`config.mk`:
```
export PLATFORM = sky130hd
export DESIGN_NAME = move_sequencer
export DESIGN_NICKNAME = d
export VERILOG_FILES = /design/src/rtl/move_sequencer_pkg.sv /design/src/rtl/move_sequencer_tick_divider.sv /design/src/rtl/move_sequencer.sv
export SDC_FILE = /design/constraint.sdc
export NUM_CORES = 1
export LEC_CHECK = 0
export BUFFER_PORTS_ARGS = -buffer_cell sky130_fd_sc_hd__clkbuf_2
export CAP_MARGIN = 40
export CORE_ASPECT_RATIO = 0.9
export CORE_MARGIN = 10
export CORE_UTILIZATION = 48
export CTS_CLUSTER_DIAMETER = 80
export DETAILED_ROUTE_END_ITERATION = 12
export PLACE_DENSITY = 0.83
export SYNTH_ARGS = -nofsm -noshare
export SYNTH_HDL_FRONTEND = slang
export SYNTH_SLANG_ARGS = --single-unit
```
`constraint.sdc`:
```
create_clock -name clk -period 2.5 [get_ports clk]
set_input_delay 0.25 -clock clk [delete_from_list [all_inputs] [get_ports clk]]
set_output_delay 0.25 -clock clk [all_outputs]
set_load 0.03 [all_outputs]
```
`src/rtl/move_sequencer_pkg.sv`:
```
// rtl/move_sequencer_pkg.sv - shared chess-clock encodings and field positions
package move_sequencer_pkg;

  typedef enum logic [1:0] {
    ST_IDLE      = 2'd0,
    ST_RUN_WHITE = 2'd1,
    ST_RUN_BLACK = 2'd2,
    ST_GAME_OVER = 2'd3
  } state_e;

  localparam int TURN_BIT = 13;
  localparam int FROM_MSB = 12;
  localparam int FROM_LSB = 7;
  localparam int TO_MSB   = 6;
  localparam int TO_LSB   = 1;
  localparam int CAP_BIT  = 0;

  localparam int MIN_MSB = 8;
  localparam int MIN_LSB = 6;
  localparam int SEC_MSB = 5;
  localparam int SEC_LSB = 0;

  localparam logic WHITE = 1'b0;
  localparam logic BLACK = 1'b1;

  // A side has flagged once both minutes and seconds read zero.
  function automatic logic flag_down(input logic [MIN_MSB:0] cd);
    return (cd[MIN_MSB:MIN_LSB] == '0) && (cd[SEC_MSB:SEC_LSB] == '0);
  endfunction

endpackage

```
`src/rtl/move_sequencer_tick_divider.sv`:
```
// rtl/move_sequencer_tick_divider.sv - one-second strobe divider, held at zero when disabled
module tick_divider #(
  parameter int TICKS_PER_SEC = 100_000_000
) (
  input  logic clk,
  input  logic rst,
  input  logic en,
  output logic tick
);

  localparam int CW = $clog2(TICKS_PER_SEC);
  localparam logic [CW-1:0] LAST = CW'(TICKS_PER_SEC - 1);

  logic [CW-1:0] cnt_q, cnt_d;

  always_comb begin
    cnt_d = '0;
    if (en && (cnt_q != LAST)) begin
      cnt_d = cnt_q + 1'b1;
    end
  end

  always_ff @(posedge clk) begin
    if (rst) begin
      cnt_q <= '0;
    end else begin
      cnt_q <= cnt_d;
    end
  end

  assign tick = en && (cnt_q == LAST);

endmodule

```
`src/rtl/move_sequencer.sv`:
```
// rtl/move_sequencer.sv - chess game-flow controller: move handshake, turn toggle, flag fall
module move_sequencer
  import move_sequencer_pkg::*;
#(
  parameter int TICKS_PER_SEC = 100_000_000
) (
  input  logic        clk,
  input  logic        rst,
  input  logic        start,
  input  logic        move_valid,
  input  logic [5:0]  move_from,
  input  logic [5:0]  move_to,
  input  logic        move_capture,
  output logic        move_ready,
  output logic        illegal_move,
  input  logic [9:0]  countdownWhite,
  input  logic [9:0]  countdownBlack,
  output logic [13:0] moveData,
  output logic        sec_tick,
  output logic [7:0]  move_count,
  output logic        timeout,
  output logic        winner
);

  state_e      state_q, state_d;
  logic [13:0] move_data_q, move_data_d;
  logic [7:0]  move_count_q, move_count_d;
  logic        winner_q, winner_d;
  logic        illegal_q, illegal_d;
  logic        running, side, flag_fall, offered, accept;
  logic        unused_bits;

  assign unused_bits = countdownWhite[9] ^ countdownBlack[9];

  always_comb begin
    state_d      = state_q;
    move_data_d  = move_data_q;
    move_count_d = move_count_q;
    winner_d     = winner_q;
    illegal_d    = 1'b0;

    running   = (state_q == ST_RUN_WHITE) || (state_q == ST_RUN_BLACK);
    side      = (state_q == ST_RUN_BLACK) ? BLACK : WHITE;
    // Only the running side's countdown is examined; flag fall pre-empts any move.
    flag_fall = running && flag_down((side == BLACK) ? countdownBlack[8:0]
                                                     : countdownWhite[8:0]);
    offered   = running && move_valid && !flag_fall;
    accept    = offered && (move_from != move_to);

    unique case (state_q)
      ST_IDLE:      if (start) state_d = ST_RUN_WHITE;
      ST_RUN_WHITE: if (flag_fall) state_d = ST_GAME_OVER;
                    else if (accept) state_d = ST_RUN_BLACK;
      ST_RUN_BLACK: if (flag_fall) state_d = ST_GAME_OVER;
                    else if (accept) state_d = ST_RUN_WHITE;
      default:      state_d = ST_GAME_OVER;
    endcase

    if (flag_fall) begin
      winner_d = ~side;
    end

    if (accept) begin
      move_data_d[TURN_BIT]          = ~move_data_q[TURN_BIT];
      move_data_d[FROM_MSB:FROM_LSB] = move_from;
      move_data_d[TO_MSB:TO_LSB]     = move_to;
      move_data_d[CAP_BIT]           = move_capture;
      if (move_count_q != 8'hFF) begin
        move_count_d = move_count_q + 8'd1;
      end
    end

    if (offered && (move_from == move_to)) begin
      illegal_d = 1'b1;
    end
  end

  always_ff @(posedge clk) begin
    if (rst) begin
      state_q      <= ST_IDLE;
      move_data_q  <= '0;
      move_count_q <= '0;
      winner_q     <= 1'b0;
      illegal_q    <= 1'b0;
    end else begin
      state_q      <= state_d;
      move_data_q  <= move_data_d;
      move_count_q <= move_count_d;
      winner_q     <= winner_d;
      illegal_q    <= illegal_d;
    end
  end

  tick_divider #(
    .TICKS_PER_SEC(TICKS_PER_SEC)
  ) u_tick_divider (
    .clk (clk),
    .rst (rst),
    .en  (running),
    .tick(sec_tick)
  );

  assign move_ready   = running;
  assign illegal_move = illegal_q;
  assign moveData     = move_data_q;
  assign move_count   = move_count_q;
  assign timeout      = (state_q == ST_GAME_OVER);
  assign winner       = winner_q;

endmodule

```
Word level (Yosys, flattened, before mapping)
Cells that the tools add are included.

Input port bits: 37. Flip-flop bits (word level): 53. Logic and storage cells: 47.

Bitwise gates (word level): 3. Add/sub/neg operators: 2. Multiplexer cells: 9. Equal/unequal tests: 11. Reductions and logical operators: 16.

Operators by type and width (count): adder 27 x 1 -> 27 bit, second input constant (1); equality test 27 bit, second input constant (1); != test 27 bit, second input constant (1); two-way mux 2 bit (5); two-way mux 9 bit (1); adder 8 x 1 -> 8 bit, second input constant (1); logical AND 1 bit (8); != test 8 bit, second input constant (1); equality test 6 bit (1); logical NOT 6 bit (1); != test 3 bit, second input constant (2); != test 6 bit (1); one-hot mux 2 bit (3 select lines) (1); equality test 2 bit, second input constant (2); logical NOT 3 bit (1); inverter 1 bit (3); AND reduction 3 bit (1); equality test 2 x 1 -> 1 bit, second input constant (1); logical NOT 2 bit (1); two-way mux 1 bit (2); != test 2 bit, second input constant (1); AND reduction 2 bit (1); OR reduction 2 bit (1); logical NOT 1 bit (1); logical OR 1 bit (1).

Depth between registers and ports, before layout
Depth after elaboration: 12. Gate-level depth with buffers: 9. Gate-level depth less buffers: 7.

Hierarchy
Synthesis repeated with hierarchy kept, for this count alone.

Cells, all modules: 319. Area, all modules: 2801.4 um^2.

By module, submodules not included: move_sequencer (area each 1441.4 um^2, sequential area each 520.5 um^2, times used 1, cells each 165); tick_divider (area each 1360.1 um^2, sequential area each 540.5 um^2, times used 1, cells each 154).

Worst setup path before layout
No wires, ideal clock.

Kind: flip-flop to flip-flop. From: register state_q[0]. To: register move_count_q[0] (netlist: move_count[0]). Arrival time: 2.204 ns. Buffers on the path: 1. Path slack: 0.174 ns. Stages on the path, launching flop included: 9. Data required time: 2.379 ns. Clock period less this slack: 2.326 ns. Library setup time: 0.121 ns. Path through: dfxtp_1 inv_1 ha_1 or4_1 or3_4 and3_4 buf_6 and3_4 mux2_4.

Cells in the longest elaborated chain, start to end: 10.

RTL lines: from (decl) (line move_sequencer.sv:25) `state_e state_q, state_d;`; from (signal assigned) (line move_sequencer.sv:86) `state_q <= state_d;`; equality test 2 bit (line move_sequencer.sv:42, move_sequencer.sv:43); two-way mux 1 bit (line move_sequencer.sv:43) `side = (state_q == ST_RUN_BLACK) ? BLACK : WHITE;`; two-way mux 9 bit (line move_sequencer.sv:45) `flag_fall = running && flag_down((side == BLACK) ? countdownBlack[8:0]`; logical NOT 6 bit or logical NOT 3 bit (tied branches) (line move_sequencer_pkg.sv:28) `return (cd[MIN_MSB:MIN_LSB] == '0) && (cd[SEC_MSB:SEC_LSB] == '0);`; logical AND 1 bit (line move_sequencer_pkg.sv:28); logical AND 1 bit (line move_sequencer.sv:45); logical NOT 1 bit (line move_sequencer.sv:47) `offered = running && move_valid && !flag_fall;`; logical AND 1 bit (*) (line move_sequencer.sv:47); logical AND 1 bit (*) (line move_sequencer.sv:48) `accept = offered && (move_from != move_to);`; AND reduction 2 bit (no source line) (*); to (signal assigned) (line move_sequencer.sv:88) `move_count_q <= move_count_d;`; to (decl) (line move_sequencer.sv:27) `logic [7:0] move_count_q, move_count_d;`.

Every way passes the cells marked *; elsewhere a longest branch is shown, timed or not. A chain may end at the register's enable or synchronous reset.

Final worst setup path
From: register state_q[0]. To: register move_count_q[5] (netlist: move_count[5]).

The elaborated chain is that of the path after synthesis.

==> impl_summary.md <==
GRT
The overall track demand over capacity in global routing is 14.34%. The total overflow left after global routing is 0. The number of global-route vias before repair is 2407.

The number of antenna violations at the first check in global routing came to 0. The wire length of the first global-routing pass is 11.01 mm. The maximum number of pins on one net before global-route repair is 28.

Yosys
Among all flip-flop cells after synthesis, the most frequent one is dfxtp_1. In the synthesized netlist the async set-or-reset flop fraction comes to 0%. The share of synthesized area in the top cell type comes to 40.83%. The area of the mapped netlist is 2599 um^2.

The count of distinct cell types in the synthesized netlist is 43. Yosys instantiated no cell more often than dfxtp_1. In the synthesized netlist, the cells that appear most often are 53 x dfxtp_1, 39 x nor2_1, 27 x nand3_1.

The number of instances in the synthesized netlist is 305. The cell type with the highest aggregate area in the netlist is dfxtp_1. When the netlist entered floorplanning its net count stood at 348. The synthesized design contains 0 enable-type register cells. Counting flops and latches in the post-synthesis netlist gives 53. For this run, the register share of the synthesized area comes to 40.83%. In this run the mean area of a mapped cell was 8.520 um^2. For this run, the number of Yosys warnings is 0. After synthesis, the cell types taking the most area are dfxtp_1 41%, xnor2_1 6.7%, nor2_1 5.6%.

Drt
Detailed routing inserted a total of 2413 vias. For this run, design rule violations remaining after detail routing come to 0. The residual antenna-violating net count after detailed routing is 0.

Using the TritonRoute via totals, the vias-per-cell ratio works out to 5.586. After detailed routing, the average wire length per cell comes to 14.46 um. The number of detailed-route iterations in the first pass is 4. The final layout contains routed wiring with a total length of 6.246 mm. After the first detailed-routing iteration, the DRC count stood at 226.

Timing
The final setup violation count is 0. For the final database, setup skew stands at 0.009296 ns. Setup repair after global routing left no endpoint under its margin. For the pin with the worst max-slew slack, the measured transition is 0.5424 ns. The total count of hold-check failures in the final report is 0. The worst hold-check slack is 0.1768 ns. Setup total negative slack on the finished layout was measured at 0 ns. The count of pins over their slew limit is 0. The smallest clock period supported by the final layout is computed as 2.384 ns.

The tightest slew margin relative to the limit is 63.84%. The post-route clock period utilization is 95.37%. The fmax is 419.4 MHz.

Power and ir drop
The fraction of power consumed by combinational cells is 35.4%. The leakage power of the design is 1.167 nW. The net switching power figure is 0.9425 mW.

IR analysis of the VDD net gives a maximum drop of 0.0005556 V. Internal power comes to 1.622 mW. The switching power as a share of total power is 36.76%. The ratio of total power to cell area is 825.0 nW/um^2.

The design draws 2.564 mW. The proportion of power drawn by the clock network is 26.3%. The part of the total power dissipated in sequential elements is 38.3%.

Critical path
Counting cells, the worst reg-to-reg path comes to 8. In this run the register-to-register setup slack is 0.12 ns. On the worst path, the slowest cell contributes a delay of 0.53 ns. At the worst endpoint, the required time is 2.70 ns. The logic depth of the worst setup path including buffers is 8. The number of buffers and inverters on the critical path is 2.

The critical path in this run is classified as reg -> reg. The critical register-to-register path startpoint is state_q[0]. The most critical setup path has its startpoint at state_q[0]. The family with the most delay on the worst path is simple AND/OR/NAND/NOR gates. Walking the worst path, the cells encountered are inv_1 -> ha_1 -> or4_1 -> or3_4 -> nand3_1 -> buf_12 -> nor3_2 -> mux2_4. The worst setup path is captured at a flip-flop. The slowest stage of the critical path belongs to the cell or4_1. The worst register-to-register path ends at move_count[5]. At the worst endpoint, the arrival time is 2.59 ns. In this run the worst setup path terminates at move_count[5]. Along the worst path, the maximum fanout reaches 24.

The worst setup path is launched from a flip-flop.

Floorplanning
The placeable core area is 5255 um^2. For this design the top-level I/O count stands at 64. In this run the vertical extent of the chip is 89.81 um.

The number of standard-cell rows in the floorplan is 25. The starting utilization of the core area is 49.45%. The area of the die is 8761 um^2. The die outline width is 97.56 um.

Place
The weighted congestion at the end of routability-driven global placement is 0.8359. The cell total after placement is 424. Port buffering added 61 buffers.

The placed instance area is 2973 um^2. Summed over all nets, the half-perimeter wirelength after detailed placement is 4.658 mm.

Clocking
The TritonCTS clock tree is yes. The clock latency reported for the late side of the worst-skew pair is 0.31 ns. The cts-stage hold buffer count is 0. The buffer type at the clock tree root is clkbuf_8. Clock tree synthesis found a total of 53 sinks. The clock-pin transition on the worst setup and hold timing paths is 0.10 ns. The total number of H-tree levels is 2. The clock buffer count from CTS is 5. Counting along the longest clock path gives a buffer depth of 2.

Cells and area
The total inserted antenna cells is 0. After the flow finishes, the layout carries non-filler instances totaling 432. The final layout contains 407 nets. The proportion of layout cells with a drive suffix above 1 is 24.93%.

The synthesis-to-finish area growth is 19.60%. Summing all non-filler instances in the final layout gives an area of 3108 um^2.

Flow run
The count of max-cap constraint violations is 0.

Min path
The min-delay analysis places its worst path in the category in -> reg.

Status
The run finished with clean final reports.
[cells in the final DEF (no fill, tap or decap), drive strengths merged, types with 2 or more instances in the layout]
cell type,instances
and2,3
buf,6
o31ai,5
nor2,39
dfxtp,53
a21boi,2
inv,7
and4,4
nand4,12
a21oi,17
nor2b,3
nor3,7
or3,5
xor2,11
nand3,27
clkbuf,66
nand2,15
o21a,2
o21ai,15
bufinv,2
and3,6
or4,6
mux2,3
ha,6
o221a,2
xnor2,20
or2,3
nor4,10
[per-layer routing]
| metal | GRT usage, % | routed length [um] | vias to the layer above | share of wire [%] |
|---|---|---|---|---|
| li1 | - | - | 1209 | - |
| met1 | 17.82 | 2845 | 1118 | 46 |
| met2 | 22.73 | 2836 | 72 | 45 |
| met3 | 3.749 | 382 | 14 | 6.1 |
| met4 | 6.174 | 181 | 0 | 2.9 |
| met5 | 0 | 0 | - | 0 |
[stage by stage]
step	utilization, %	worst slack [ns]
2_1_floorplan	-	0.1742
3_3_place_gp	56.57	0.1542
3_5_place_dp	56.57	0.09716
4_1_cts	59.12	0.07459
5_1_grt	59.14	0.003555
6_report	59.14	0.1158
[worst register-to-register path, cell delays in order (launching register included)]
cell	delay [ns]
dfxtp_2	0.37
inv_1	0.07
ha_1	0.25
or4_1	0.53
or3_4	0.36
nand3_1	0.17
buf_12	0.18
nor3_2	0.07
mux2_4	0.29
[flip-flops by register name, summed over array words and instances (netlist names)]
name	flops
moveData	14
winner	1
u_tick_divider.cnt_q	27
illegal_move	1
move_count	8
state_q	2
[power groups by stage]
| stage | registers (mW) | logic, mW | clock network (mW) |
|---|---|---|---|
| CTS | 0.980 | 0.908 | 0.685 |
| global route | 0.994 | 0.995 | 0.726 |
| finish | 0.982 | 0.907 | 0.675 |
| floorplan | 1.10 | 0.540 | 0 |
| detailed placement | 0.998 | 0.904 | 0 |
| global placement | 0.993 | 0.877 | 0 |
[timing repair]
action                                  CTS  global route
endpoints found under the setup margin    0             2
buffers inserted                          0             0
resized for setup                         0             1
[cell type report]
cell class                 count  area [um^2]
multi-input combinational    230         1439
tap                           67        83.83
clock buffer                   5        68.82
fill                         479         2147
timing repair buffer          67        362.8
sequential                    53         1062
inverter                       7        26.28
clock inverter                 3        65.06
[how the worst min path moves through the flow]
stage / from / end / slack (ns) / cells after the start
global placement: u_tick_divider.cnt_q[0] / u_tick_divider.cnt_q[0] / 0.46 / 1
finish: move_capture / moveData[0] / 0.18 / 3
global route: move_to[1] / moveData[2] / 0.19 / 3
CTS: move_capture / moveData[0] / 0.17 / 3
detailed placement: moveData[3] / moveData[3] / 0.47 / 2
floorplan: move_capture / moveData[0] / 0.40 / 2
[cell families after synthesis]
family	count (synthesis)	share of synthesized area [%]
flip-flops	53	40.83
multiplexers	3	1.589
XOR/XNOR	31	10.45
AO/OA/AOI/OAI	46	10.54
adder cells (fa/ha/maj)	6	2.889
buffers and inverters	22	3.803
AND/OR/NAND/NOR	144	29.90
Note: power is estimated with default switching activity, not from simulation.
